`src/rtl/enc_pkg.sv`:
```
// Shared types and constants for the latched priority encoder.
// Optional feature: ENC_ROUND_ROBIN_EN enables the rotating-priority search.
package enc_pkg;

    // Two-state handshake: waiting for a request, or holding a granted code
    typedef enum logic {
        IDLE = 1'b0,
        HOLD = 1'b1
    } state_t;

    // Code for each request line; the code doubles as the line's position
    // in the B[3] -> B[0] search order, so pointer arithmetic is just +1.
    localparam logic [1:0] CODE_B3 = 2'b00;
    localparam logic [1:0] CODE_B2 = 2'b01;
    localparam logic [1:0] CODE_B1 = 2'b10;
    localparam logic [1:0] CODE_B0 = 2'b11;

    // Search position that follows a captured code (wraps B[0] -> B[3])
    function automatic logic [1:0] next_start(input logic [1:0] code);
        return code + 2'd1;
    endfunction

endpackage

```
`src/rtl/pri_pick.sv`:
```
// Combinational picker: finds the first set request line starting from a
// given search position and reports the winner code, any and multi.
module pri_pick
    import enc_pkg::*;
(
    input  logic [3:0] b,
    input  logic [1:0] start,
    output logic [1:0] code,
    output logic       any,
    output logic       multi
);

    // Request line that sits at a given search position
    function automatic logic line_at(input logic [3:0] req, input logic [1:0] pos);
        logic hit;
        case (pos)
            CODE_B3: hit = req[3];
            CODE_B2: hit = req[2];
            CODE_B1: hit = req[1];
            default: hit = req[0];
        endcase
        return hit;
    endfunction

    logic       found;
    logic [1:0] pos;
    logic [2:0] count;

    // Walk the four positions from the start pointer; first hit wins
    always_comb begin
        code  = start;
        found = 1'b0;
        pos   = start;
        for (int k = 0; k < 4; k++) begin
            pos = start + 2'(k);
            if (!found && line_at(b, pos)) begin
                code  = pos;
                found = 1'b1;
            end
        end
    end

    // Population count decides whether the capture saw competing requests
    always_comb begin
        count = {2'b00, b[0]} + {2'b00, b[1]} + {2'b00, b[2]} + {2'b00, b[3]};
        any   = (b != 4'b0000);
        multi = (count > 3'd1);
    end

endmodule

```
`src/rtl/pri_enc_latch.sv`:
```
// Latched 4-to-2 priority encoder with a valid/ack hold handshake.
// Optional feature: define ENC_ROUND_ROBIN_EN for rotating priority;
// the default build uses fixed priority B[3] > B[2] > B[1] > B[0].
module pri_enc_latch
    import enc_pkg::*;
(
    input  logic       clk,
    input  logic       rst,
    input  logic       E,
    input  logic [3:0] B,
    input  logic       ack,
    output logic       A0,
    output logic       A1,
    output logic       valid,
    output logic       multi
);

    state_t     state;
    state_t     state_nxt;
    logic       capture;
    logic [1:0] code_q;
    logic       multi_q;
    logic [1:0] start;
    logic [1:0] pick_code;
    logic       pick_any;
    logic       pick_multi;

`ifdef ENC_ROUND_ROBIN_EN
    logic [1:0] ptr;

    // Rotation pointer moves past the winner only when a code is captured
    always_ff @(posedge clk) begin
        if (rst) begin
            ptr <= CODE_B3;
        end else if (capture) begin
            ptr <= next_start(pick_code);
        end
    end

    assign start = ptr;
`else
    assign start = CODE_B3;
`endif

    pri_pick u_pick (
        .b     (B),
        .start (start),
        .code  (pick_code),
        .any   (pick_any),
        .multi (pick_multi)
    );

    // Next-state logic: capture from IDLE, release on ack or abort on E
    always_comb begin
        state_nxt = state;
        capture   = 1'b0;
        case (state)
            IDLE: begin
                if (!E && pick_any) begin
                    capture   = 1'b1;
                    state_nxt = HOLD;
                end
            end
            HOLD: begin
                if (E || ack) begin
                    state_nxt = IDLE;
                end
            end
            default: state_nxt = IDLE;
        endcase
    end

    // State register; reset overrides every other input
    always_ff @(posedge clk) begin
        if (rst) begin
            state <= IDLE;
        end else begin
            state <= state_nxt;
        end
    end

    // Code and multi flags load on capture and otherwise hold their value
    always_ff @(posedge clk) begin
        if (rst) begin
            code_q  <= 2'b00;
            multi_q <= 1'b0;
        end else if (capture) begin
            code_q  <= pick_code;
            multi_q <= pick_multi;
        end
    end

    assign valid = (state == HOLD);
    assign A1    = code_q[1];
    assign A0    = code_q[0];
    assign multi = multi_q;

endmodule

```
`config.mk`:
```
export PLATFORM = sky130hd
export DESIGN_NAME = pri_enc_latch
export DESIGN_NICKNAME = d
export VERILOG_FILES = /design/src/rtl/enc_pkg.sv /design/src/rtl/pri_pick.sv /design/src/rtl/pri_enc_latch.sv
export SDC_FILE = /design/constraint.sdc
export NUM_CORES = 1
export LEC_CHECK = 0
export ABC_CLOCK_PERIOD_IN_PS = 1800
export CAP_MARGIN = 20
export CORE_AREA = 2 2 39 41
export CTS_BUF_LIST = sky130_fd_sc_hd__clkbuf_4 sky130_fd_sc_hd__clkbuf_8
export DETAILED_ROUTE_END_ITERATION = 10
export DIE_AREA = 0 0 41 43
export GPL_ROUTABILITY_DRIVEN = 0
export SLEW_MARGIN = 20
export SYNTH_ARGS = -nofsm -noshare
export SYNTH_HDL_FRONTEND = slang
export SYNTH_SLANG_ARGS = --single-unit
export TNS_END_PERCENT = 100
```
`constraint.sdc`:
```
create_clock -name clk -period 1.8 [get_ports clk]
set_clock_uncertainty 0.05 [all_clocks]
set_input_delay 0.27 -clock clk [delete_from_list [all_inputs] [get_ports clk]]
set_output_delay 0.27 -clock clk [all_outputs]
set_load 0.02 [all_outputs]
```
==> results of run 1 <==
## power by group through the flow
stage / logic (mW) / clock network [mW] / registers (mW)
final: 0.0758 / 0.110 / 0.0978
after global routing: 0.0835 / 0.119 / 0.0987
after CTS: 0.0719 / 0.117 / 0.0979
after detailed placement: 0.0718 / 0 / 0.0992
after global placement: 0.0708 / 0 / 0.0991
after floorplan: 0.0245 / 0 / 0.106
## state kept, by name, summed over array words and instances, names as in the netlist
register / cells
code_q: 2
multi: 1
valid: 1
## repair_timing
item	4_1_cts	5_1_grt
endpoints found under the setup margin	0	1
endpoints found under the hold margin	0	0
gates resized for setup	0	1
## worst max-delay path: cells and delay by family
kind,cells,cell delay (ps)
adder cells (fa/ha/maj),2,580
buffers and inverters,2,530
AO/OA/AOI/OAI,2,380
## how the worst max path moves through the flow
stage | start | to | slack [ps]
final | B[0] | multi | 90
after detailed placement | B[0] | multi | -180
after global routing | B[0] | multi | -10
after global placement | B[0] | multi | -170
after CTS | B[0] | multi | 70
after floorplan | B[0] | multi | 400
## stage by stage
stage,instances,utilization,TNS (ps)
3_3_place_gp,58,0.289,-166
6_report,61,0.309,0
3_5_place_dp,58,0.289,-182
4_1_cts,61,0.306,0
2_1_floorplan,28,-,0
5_1_grt,61,0.309,-14.1
## cells in the mapped netlist
master / number
nor3_1: 1
o21ai_0: 2
inv_1: 3
a311oi_2: 1
o2111ai_1: 1
or2_2: 1
or3b_4: 1
a21oi_1: 3
a211oi_1: 1
o211ai_1: 1
nor3b_1: 1
nor2_1: 3
dfxtp_1: 4
ha_1: 3
a22oi_1: 1
nor2b_1: 1
## routing by layer
layer,GRT usage,vias to the layer above
li1,-,138
met1,0.0735,111
met2,0.125,10
met3,0.0471,4
met4,0.100,0
met5,0,-
## cells by family (layout without fill, tap and decap cells)
kind of cell	Yosys count	in the layout	synth area share
buffers and inverters	3	20	0.0455
and+or+nand+nor	8	8	0.192
DFF	4	4	0.323
AOI/OAI and AO/OA	10	10	0.288
adders and majority gates	3	3	0.152
## area by class of cell
| type | count | area (µm²) |
|---|---|---|
| tap | 16 | 20.0 |
| multi-input combinational | 21 | 161 |
| sequential | 4 | 80.1 |
| fill | 162 | 956 |
| timing repair buffer | 14 | 133 |
| clock buffer | 3 | 22.5 |
| inverter | 3 | 11.3 |
==> out/results.txt, run 1 <==
The cell area after technology mapping is 248 µm². Number of max-slew violations in the final report: 0. The cell chosen for the clock root is clkbuf_4. Of all nets on the critical path, the largest fanout is 2.

The worst path in the final design needs a cycle of 1710 ps, including I/O delays and setup. The post-synthesis sequential element count was 4. The final routed wirelength across all metal layers came out at 571 µm. The tools report the startpoint type of the worst setup path as an input port. Period utilization: 0.952. The count of nets left with antenna violations once routing finished came out at 0.

Leaving out fill and tap cells, the most frequent cells in the layout are 11 x clkdlybuf4s50_1, 4 x dfxtp_1. Combined global-route utilization of all metal layers: 0.0872. The top achievable clock speed came out at 584 MHz. Setup violations remaining at the end of the flow were counted as 0. The worst-case clock buffer depth came out at 2.

The total area inside the core boundary comes to 1380 µm². The detailed router used layers up to and including met4. The power share of the combinational group was 0.267.

Traced cell by cell, the critical path runs through clkdlybuf4s50_1 > inv_1 > ha_1 > ha_1 > a211oi_2 > a311oi_2. The headroom to the max-slew limit came out at 0.778. The worst register-to-register path begins at valid. The pre-antenna-repair detailed-routing pass consisted of 2 iterations.

The flow ran to the end, and the final reports show no timing, DRC or antenna violations. For the via count of the first global-routing pass, the log shows 272. The worst register-to-register path has a setup slack of 680 ps. Buffers inserted during clock tree synthesis total 3.

The analysis attributes to cell leakage a power of 0.171 nW. The number of buffers added for setup after CTS is 0. The logs give 422 ps for the worst hold slack and 39 for the post-synth net total.

The initial antenna violation count is 0. The sequential group share of total power was 0.345. Total power density per cell area: 663 nW/µm².

The tools report the remaining global-route overflow as 0. The biggest area contributor in the post-synthesis netlist is dfxtp_1. The analysis attributes to net switching a power of 0.0718 mW. After clock tree synthesis, the flow added hold-fix buffers numbering 0. Endpoint of the most critical register-to-register path: multi.

Before CTS, the worst setup slack after placement is -182 ps. The via-per-instance ratio was 4.31. TritonCTS built the clock tree. The logs give 14 for the number of placement rows and 0.212 mW for the internal power of the cells. The worst path meets setup with 87.0 ps of slack. The run gives 0 as the final hold violation count. Worst min-delay path class: register to register. In this run the cell area measured after placement is 400 µm².

The largest net degree at the start of global routing was 6. The Yosys step of the flow raised 0 warnings. Relative to the synthesized area, the layout overhead comes to 72.7%. After detailed routing, the number of remaining DRC violations is 0.

For the final layout net count, the log shows 58. Top-level port count: 12. The area share of the largest cell type after synthesis was 0.323; the sequential share of the synthesized area was 0.323. For the maximum VDD drop, the log shows 0.262 mV. The switching power share of the total was 0.253. The launch instance of the worst min-delay path is code_q[0]. The clock drives 4 sinks. The effective utilization at floorplan came out at 0.179. The tools report the kind of end point of the critical path as a register. Dividing the synthesized area by the synthesized cell count gives 8.85 µm².

The final route contains 263 vias. For this block, wires on met1 add up to 250 µm. The first global-routing pass estimated 945 µm of wire. The fraction of layout instances using a drive strength above 1 works out to 0.222. After clock tree synthesis, the clock-pin slew on the worst setup and hold paths is 40 ps. Synthesis produced 28 cells. The delay of the slowest cell on the worst path was 480 ps.

Yosys attributes the largest share of cell area to dfxtp_1 32%, ha_1 15%, a21oi_1 6.1%. Data arrival time of the worst path: 1760 ps. In this run the vertical extent of the chip is 43 µm.

For the pin with the worst max-slew slack, the measured transition is 332 ps. The amount of wire on met3 after detailed routing is 37 µm. The path with the worst hold slack has its endpoint at code_q[0]. Across the run, the number of max-cap violations was 0.

For this design, the slowest cell found on the critical path is clkdlybuf4s50_1. After the first detailed-routing iteration, the DRC count stood at 2. Synthesis instantiated 16 different standard cells from the library. The required time at the worst-slack endpoint is 1840 ps, and the share of total power in the clock network is 0.388. After layout, the design draws a total of 0.284 mW. Area of all placed cells without fillers: 428 µm². Depth of the CTS H-tree: 1. 0 antenna diodes ended up in the layout.

The routed length per placed instance works out to 9.36 µm. The die covers 1760 µm². The number of buffers added on ports is 11.

Counting stages on the worst path, the most repeated cell is ha_1. Leaving out fill and tap cells, the most frequent cell in the layout is clkdlybuf4s50_1. The tools report the detailed route wirelength on metal2 as 264 µm. The horizontal die dimension was 41 µm. The depth of the worst register-to-register path is 3.

The worst hold path passes through 2 cells. The clock insertion delay at the later pin of the skew report was 230 ps. Category of the critical setup timing path: input port to register.
Power figures use the tool's default switching activity.
==> inputs of run 2 (changes only) <==
--- a/config.mk
+++ b/config.mk
@@ -5,7 +5,7 @@
 export SDC_FILE = /design/constraint.sdc
 export NUM_CORES = 1
 export LEC_CHECK = 0
-export ABC_CLOCK_PERIOD_IN_PS = 1800
+export ABC_CLOCK_PERIOD_IN_PS = 1900
 export CAP_MARGIN = 20
 export CORE_AREA = 2 2 39 41
 export CTS_BUF_LIST = sky130_fd_sc_hd__clkbuf_4 sky130_fd_sc_hd__clkbuf_8
==> constraint.sdc (replaced) <==
create_clock -name clk -period 1.9 [get_ports clk]
set_clock_uncertainty 0.05 [all_clocks]
set_input_delay 0.285 -clock clk [delete_from_list [all_inputs] [get_ports clk]]
set_output_delay 0.285 -clock clk [all_outputs]
set_load 0.02 [all_outputs]
==> run 2 against run 1 <==
Against the previous run:
- routed wire length shrank 7.9%
- hold slack lost 2.6 ps
- power shrank 6.1%
- critical endpoint unchanged
==> out/results.txt, run 2 (synthesis results as in run 1) <==
The run finished with clean final reports. The placed cell count is 57, and the post-layout instance count excluding filler cells is 60. The number of violations reported at the end of detailed-routing iteration 0 came out at 4. The total power density per cell area is 641 nW/µm². The path class of the tightest hold or removal check is register to register. Highest net fanout along the worst path: 2.

Kind of end point of the critical path: a register. For the number of placement rows, the log shows 14. The startpoint type of the worst setup path is an input port. For the pin with the worst max-slew slack, the measured transition is 348 ps. Fraction of layout instances using a drive strength above 1: 0.182.

For the via count of the first global-routing pass, the log shows 264. The depth of the CTS H-tree is 1, and the final routed wirelength across all metal layers is 526 µm. Derived from the worst setup path, the maximum achievable clock frequency is 582 MHz. The logs give 0 for the number of DRC violations after detailed routing and 1950 ps for the required time at the worst-slack endpoint. The area growth from synthesis to layout is 67.7%.

Setup slack closes at 181 ps. The first global-routing pass estimated 986 µm of wire. The total number of vias is 247. The largest net degree at the start of global routing came out at 6. For the headroom to the max-slew limit, the log shows 0.767. The clock-pin slew on the worst setup and hold paths is 40 ps, and the area of the die is 1760 µm².

Detailed-routing iteration count for the pre-antenna-repair pass: 2. Effective utilization at floorplan: 0.179. The register with the most flip-flops in the layout has 2 of them.

The y dimension of the die was 43 µm. The register with the most flip-flops in the final layout is code_q. The tools report the final hold violation count as 0. The worst path needs 1720 ps of the cycle, external delays included. In the layout the commonest cells are 11 x clkdlybuf4s50_1, 4 x dfxtp_1.

For the initial antenna violation count, the log shows 0. Leaving out fill and tap cells, the most frequent cell in the layout is clkdlybuf4s50_1. The net count of the finished layout is 57. No sink is reached through more buffers than the 2 on the longest clock path. The tightest hold path in the finished design has a slack of 419 ps.

Using the TritonRoute via totals, the vias-per-cell ratio works out to 4.12. The run gives 424 µm as the detailed placement HPWL. For this design the static power due to leakage is 0.165 nW.

In this run, post-CTS hold repair placed 0 buffers. For the combined global-route utilization of all metal layers, the log shows 0.0862. The remaining antenna violation count was 0; the number of max-slew violations in the final report was 0. The critical path in this run is classified as input port to register. The total overflow left after global routing is 0.

The cell chosen for the clock root was clkbuf_4. The top-level port count was 12. TritonCTS built the clock tree. The number of buffers added on ports was 11; the count of clock tree sinks was 4. In the final routed layout, each cell accounts on average for 8.77 µm. For the area of the core region, the log shows 1380 µm². Across the run, the number of max-cap violations was 0. Setup repair after global routing left no endpoint under its margin. Period utilization: 0.905.

IR analysis of the VDD net gives a maximum drop of 0.237 mV. For the number of buffers added for setup after CTS, the log shows 0. The tools report the data arrival time of the worst path as 1770 ps. Counting the buffers created by CTS gives 3. After clock tree synthesis, the repair step resized 0 gates.

From left edge to right edge, the die measures 41 µm. The clock insertion delay at the later pin of the skew report is 240 ps, and the number of setup violations in the final report is 0. The repair_antennas step left the layout with diodes totalling 0. The pre-CTS worst setup slack is -69.3 ps.
[run 2: changes by cell type in the layout (fill, tap and decap cells not counted)]
cell	before	now
buf_4	3	2
a211oi_2	1	0
a211oi_1	0	1
[run 2: layout make-up]
type,count,area [µm²]
Clock buffer,3,22.5
Multi-Input combinational cell,21,156
Tap cell,16,20.0
Inverter,3,11.3
Sequential cell,4,80.1
Fill cell,150,968
Timing Repair Buffer,13,125
[run 2: metal layers]
metal  wire (µm)  global-route usage
met1         262               0.105
met2         219               0.109
met3          45              0.0471
met4           0              0.0600
met5           0                   0
[run 2: power breakdown]
part	internal, mW	total (mW)	switching, mW
clock network	0.0708	0.108	0.0373
registers	0.0897	0.0924	0.00271
logic	0.0370	0.0656	0.0287
total	0.197	0.266	0.0687
[run 2: worst paths after layout]
path          endpoint  cells past startpoint  slack (ps)  startpoint
max              multi                      6         180        B[0]
min          code_q[0]                      2         420   code_q[0]
max reg2reg      multi                      3         790       valid
min reg2reg  code_q[0]                      2         420   code_q[0]
[run 2: worst max-delay path: stages]
cell and delay, ps:
clkdlybuf4s50_1 470, inv_1 50, ha_1 280, ha_1 270, a211oi_1 280, a311oi_2 130
[run 2: stage by stage]
step	TNS [ps]	util	cell area (µm²)	total power, mW
4_1_cts	0	0.300	415	0.270
5_1_grt	0	0.300	415	0.285
3_5_place_dp	-69.3	0.284	393	0.160
2_1_floorplan	0	-	248	0.123
6_report	0	0.300	415	0.266
3_3_place_gp	-45.3	0.284	393	0.159
==> inputs of run 3 (changes only) <==
--- a/config.mk
+++ b/config.mk
@@ -7,11 +7,14 @@
 export LEC_CHECK = 0
 export ABC_CLOCK_PERIOD_IN_PS = 1900
 export CAP_MARGIN = 20
+export CELL_PAD_IN_SITES_DETAIL_PLACEMENT = 1
+export CELL_PAD_IN_SITES_GLOBAL_PLACEMENT = 1
 export CORE_AREA = 2 2 39 41
 export CTS_BUF_LIST = sky130_fd_sc_hd__clkbuf_4 sky130_fd_sc_hd__clkbuf_8
 export DETAILED_ROUTE_END_ITERATION = 10
 export DIE_AREA = 0 0 41 43
 export GPL_ROUTABILITY_DRIVEN = 0
+export PLACE_DENSITY_LB_ADDON = 0.1
 export SLEW_MARGIN = 20
 export SYNTH_ARGS = -nofsm -noshare
 export SYNTH_HDL_FRONTEND = slang
==> run 3 against run 2 <==
Against the previous run:
- sequential cell count did not move
- global-route usage rose by 1.6 points
- combinational power rose by 3%
- hold slack improved by 9.6 ps
- maximum frequency rose by 0.24%
- core utilization did not move
- die area did not move
- clock-buffer cell count did not move
- setup slack improved by 4.2 ps
- first-iteration DRC count fell by 50%
- register-to-register slack got worse by 20 ps
- design area did not move
- critical path type unchanged
- largest power group unchanged
==> out/results.txt, run 3 (synthesis results as in run 1) <==
The run gives 0 as the number of DRC violations after detailed routing. The kind of cell with the highest combined delay on the critical path was adder cells. In this run the critical register-to-register path is launched from valid. For the remaining global-route overflow, the log shows 0. The final hold violation count was 0. The finished layout holds 60 standard cells, fillers aside. The critical path runs through a total of 6 cells. The library cells used most frequently in the layout, excluding fill and tap cells, are 11 x clkdlybuf4s50_1, 4 x dfxtp_1.

Combined global-route utilization of all metal layers: 0.102. The endpoint identified for the worst register-to-register timing path is multi. On the worst path, the slowest cell contributes a delay of 470 ps.

The number of buffers created by CTS was 3. Clock-pin slew was measured on the worst setup and hold paths at 40 ps. The effective utilization at floorplan was 0.179; the data arrival time of the worst path was 1750 ps. After detailed routing, the total wire length is 670 µm.

The first detailed-routing pass took 4 iterations. The floorplan has 14 rows. The setup total negative slack is 0 ps, and the highest net fanout along the worst path is 2. The number of max-slew violations in the final report is 0, and the number of violations reported at the end of detailed-routing iteration 0 is 2. The run gives 0 as the number of setup violations in the final report.

The routed design could run at a clock period as short as 1710 ps. No sink is reached through more buffers than the 2 on the longest clock path. The wire-length estimate of the detail-placed layout is 561 µm.

The post-layout total power was 0.265 mW; the first-pass GRT wire length was 1110 µm. The logs give 0 for the number of gates resized after cts and 57 for the placed cell count. The run finished with clean final reports. The library cell appearing most often on the critical path is ha_1. At the later pin of the worst-skew pair, clock insertion delay measures 230 ps.

The path class of the tightest hold or removal check is register to register. The number of diodes was 0; the horizontal die dimension was 41 µm. The depth of the CTS H-tree was 1.

The first element of the critical path was B[0]. The signal on the critical path passes through clkdlybuf4s50_1 > inv_1 > ha_1 > ha_1 > a211oi_1 > a311oi_2. The area of the core region was 1380 µm²; the routed length per placed instance was 11.2 µm. The period utilization is 0.903, and the total number of vias is 276. The leakage component of the power is 0.165 nW. Kind of end point of the critical path: a register. Static timing analysis puts the maximum clock frequency at 583 MHz. The die covers 1760 µm². The tool flagged a number of max-cap violations equal to 0.

Counting both buffers and inverters, the worst setup path holds a total of 2. Across all register-to-register paths, the minimum setup slack is 770 ps. The initial antenna violation count came out at 0. Setup repair after global routing left no endpoint under its margin. Entering global routing, the biggest net connects 6 pins. The number of buffers added for setup after CTS is 0.

The maximum VDD drop is 0.144 mV. The number of buffers added on ports is 11. Dividing the detail-routed via count by the number of cells gives 4.60. The number of cells on the worst reg-to-reg path is 3. At the pin with the least slew margin, the transition time is 367 ps. The tools report the startpoint type of the worst setup path as an input port. At the worst endpoint, the required time is 1940 ps.

The pre-CTS worst setup slack was -81.9 ps. The number of flip-flops in the largest register is 2. In this run the remaining antenna-violating nets after routing total 0.

The slowest stage of the critical path belongs to the cell clkdlybuf4s50_1. TritonCTS built the clock tree. The net count of the finished layout is 57.

Dividing total power by cell area gives a power density of 637 nW/µm². Most common library cell in the layout ignoring fill and taps: clkdlybuf4s50_1. Total of hold buffers inserted after clock tree synthesis: 0. Counting flops per register, the top entry is code_q. The area growth from synthesis to final layout is 67.7%, and the filler cell count in the final layout is 169. For the headroom to the max-slew limit, the log shows 0.754. CTS placed an instance of clkbuf_4 at the clock tree root. During I/O placement, the number of pins put on the boundary was 12. Count of clock tree sinks: 4. The run gives 185 ps as the final worst-path setup slack.

The die is 43 µm tall. The via count of the first global-routing pass is 283. The critical path ends at multi. The fraction of layout instances using a drive strength above 1 is 0.182.

Category of the critical setup timing path: input port to register.
[run 3: how the worst min path moves through the flow]
stage,start,end,cells past startpoint
2_1_floorplan,rst,multi,1
3_5_place_dp,code_q[1],code_q[1],2
5_1_grt,code_q[0],code_q[0],2
4_1_cts,code_q[1],code_q[1],2
3_3_place_gp,code_q[0],code_q[0],2
6_report,code_q[1],code_q[1],2
[run 3: metrics by stage]
| step | util | hold WS [ps] | cell area, µm² |
|---|---|---|---|
| after floorplan | - | 303 | 248 |
| after global placement | 0.284 | 416 | 393 |
| after detailed placement | 0.284 | 429 | 393 |
| final | 0.300 | 429 | 415 |
| after global routing | 0.300 | 452 | 415 |
| after CTS | 0.300 | 434 | 415 |
[run 3: where the power goes]
part,total (mW),internal [mW],switching (mW)
logic,0.0673,0.0372,0.0301
registers,0.0926,0.0897,0.00295
clock network,0.105,0.0706,0.0341
total,0.265,0.197,0.0672
[run 3: final cells by class]
class / instances / area, µm² / area share
clock buffers: 3 / 22.5 / 0.0542
inverters: 3 / 11.3 / 0.0271
flip-flops and latches: 4 / 80.1 / 0.193
multi-input cells: 21 / 156 / 0.377
well taps: 16 / 20.0 / 0.0482
repair buffers: 13 / 125 / 0.301
[run 3: metal layers]
layer	routed length [µm]	part of all wire	up-vias	global-route usage
met1	258	0.39	125	0.0997
met5	0	0	-	0
li1	-	-	135	-
met3	59	0.088	2	0.0157
met4	19	0.028	0	0.120
met2	332	0.50	14	0.156
[run 3: worst reg2reg max path: cells and delay by family, from the launching register on]
| family | cells | cell delay, ps |
|---|---|---|
| flip-flops | 1 | 320 |
| AND/OR/NAND/NOR | 1 | 300 |
| AO/OA/AOI/OAI | 2 | 370 |
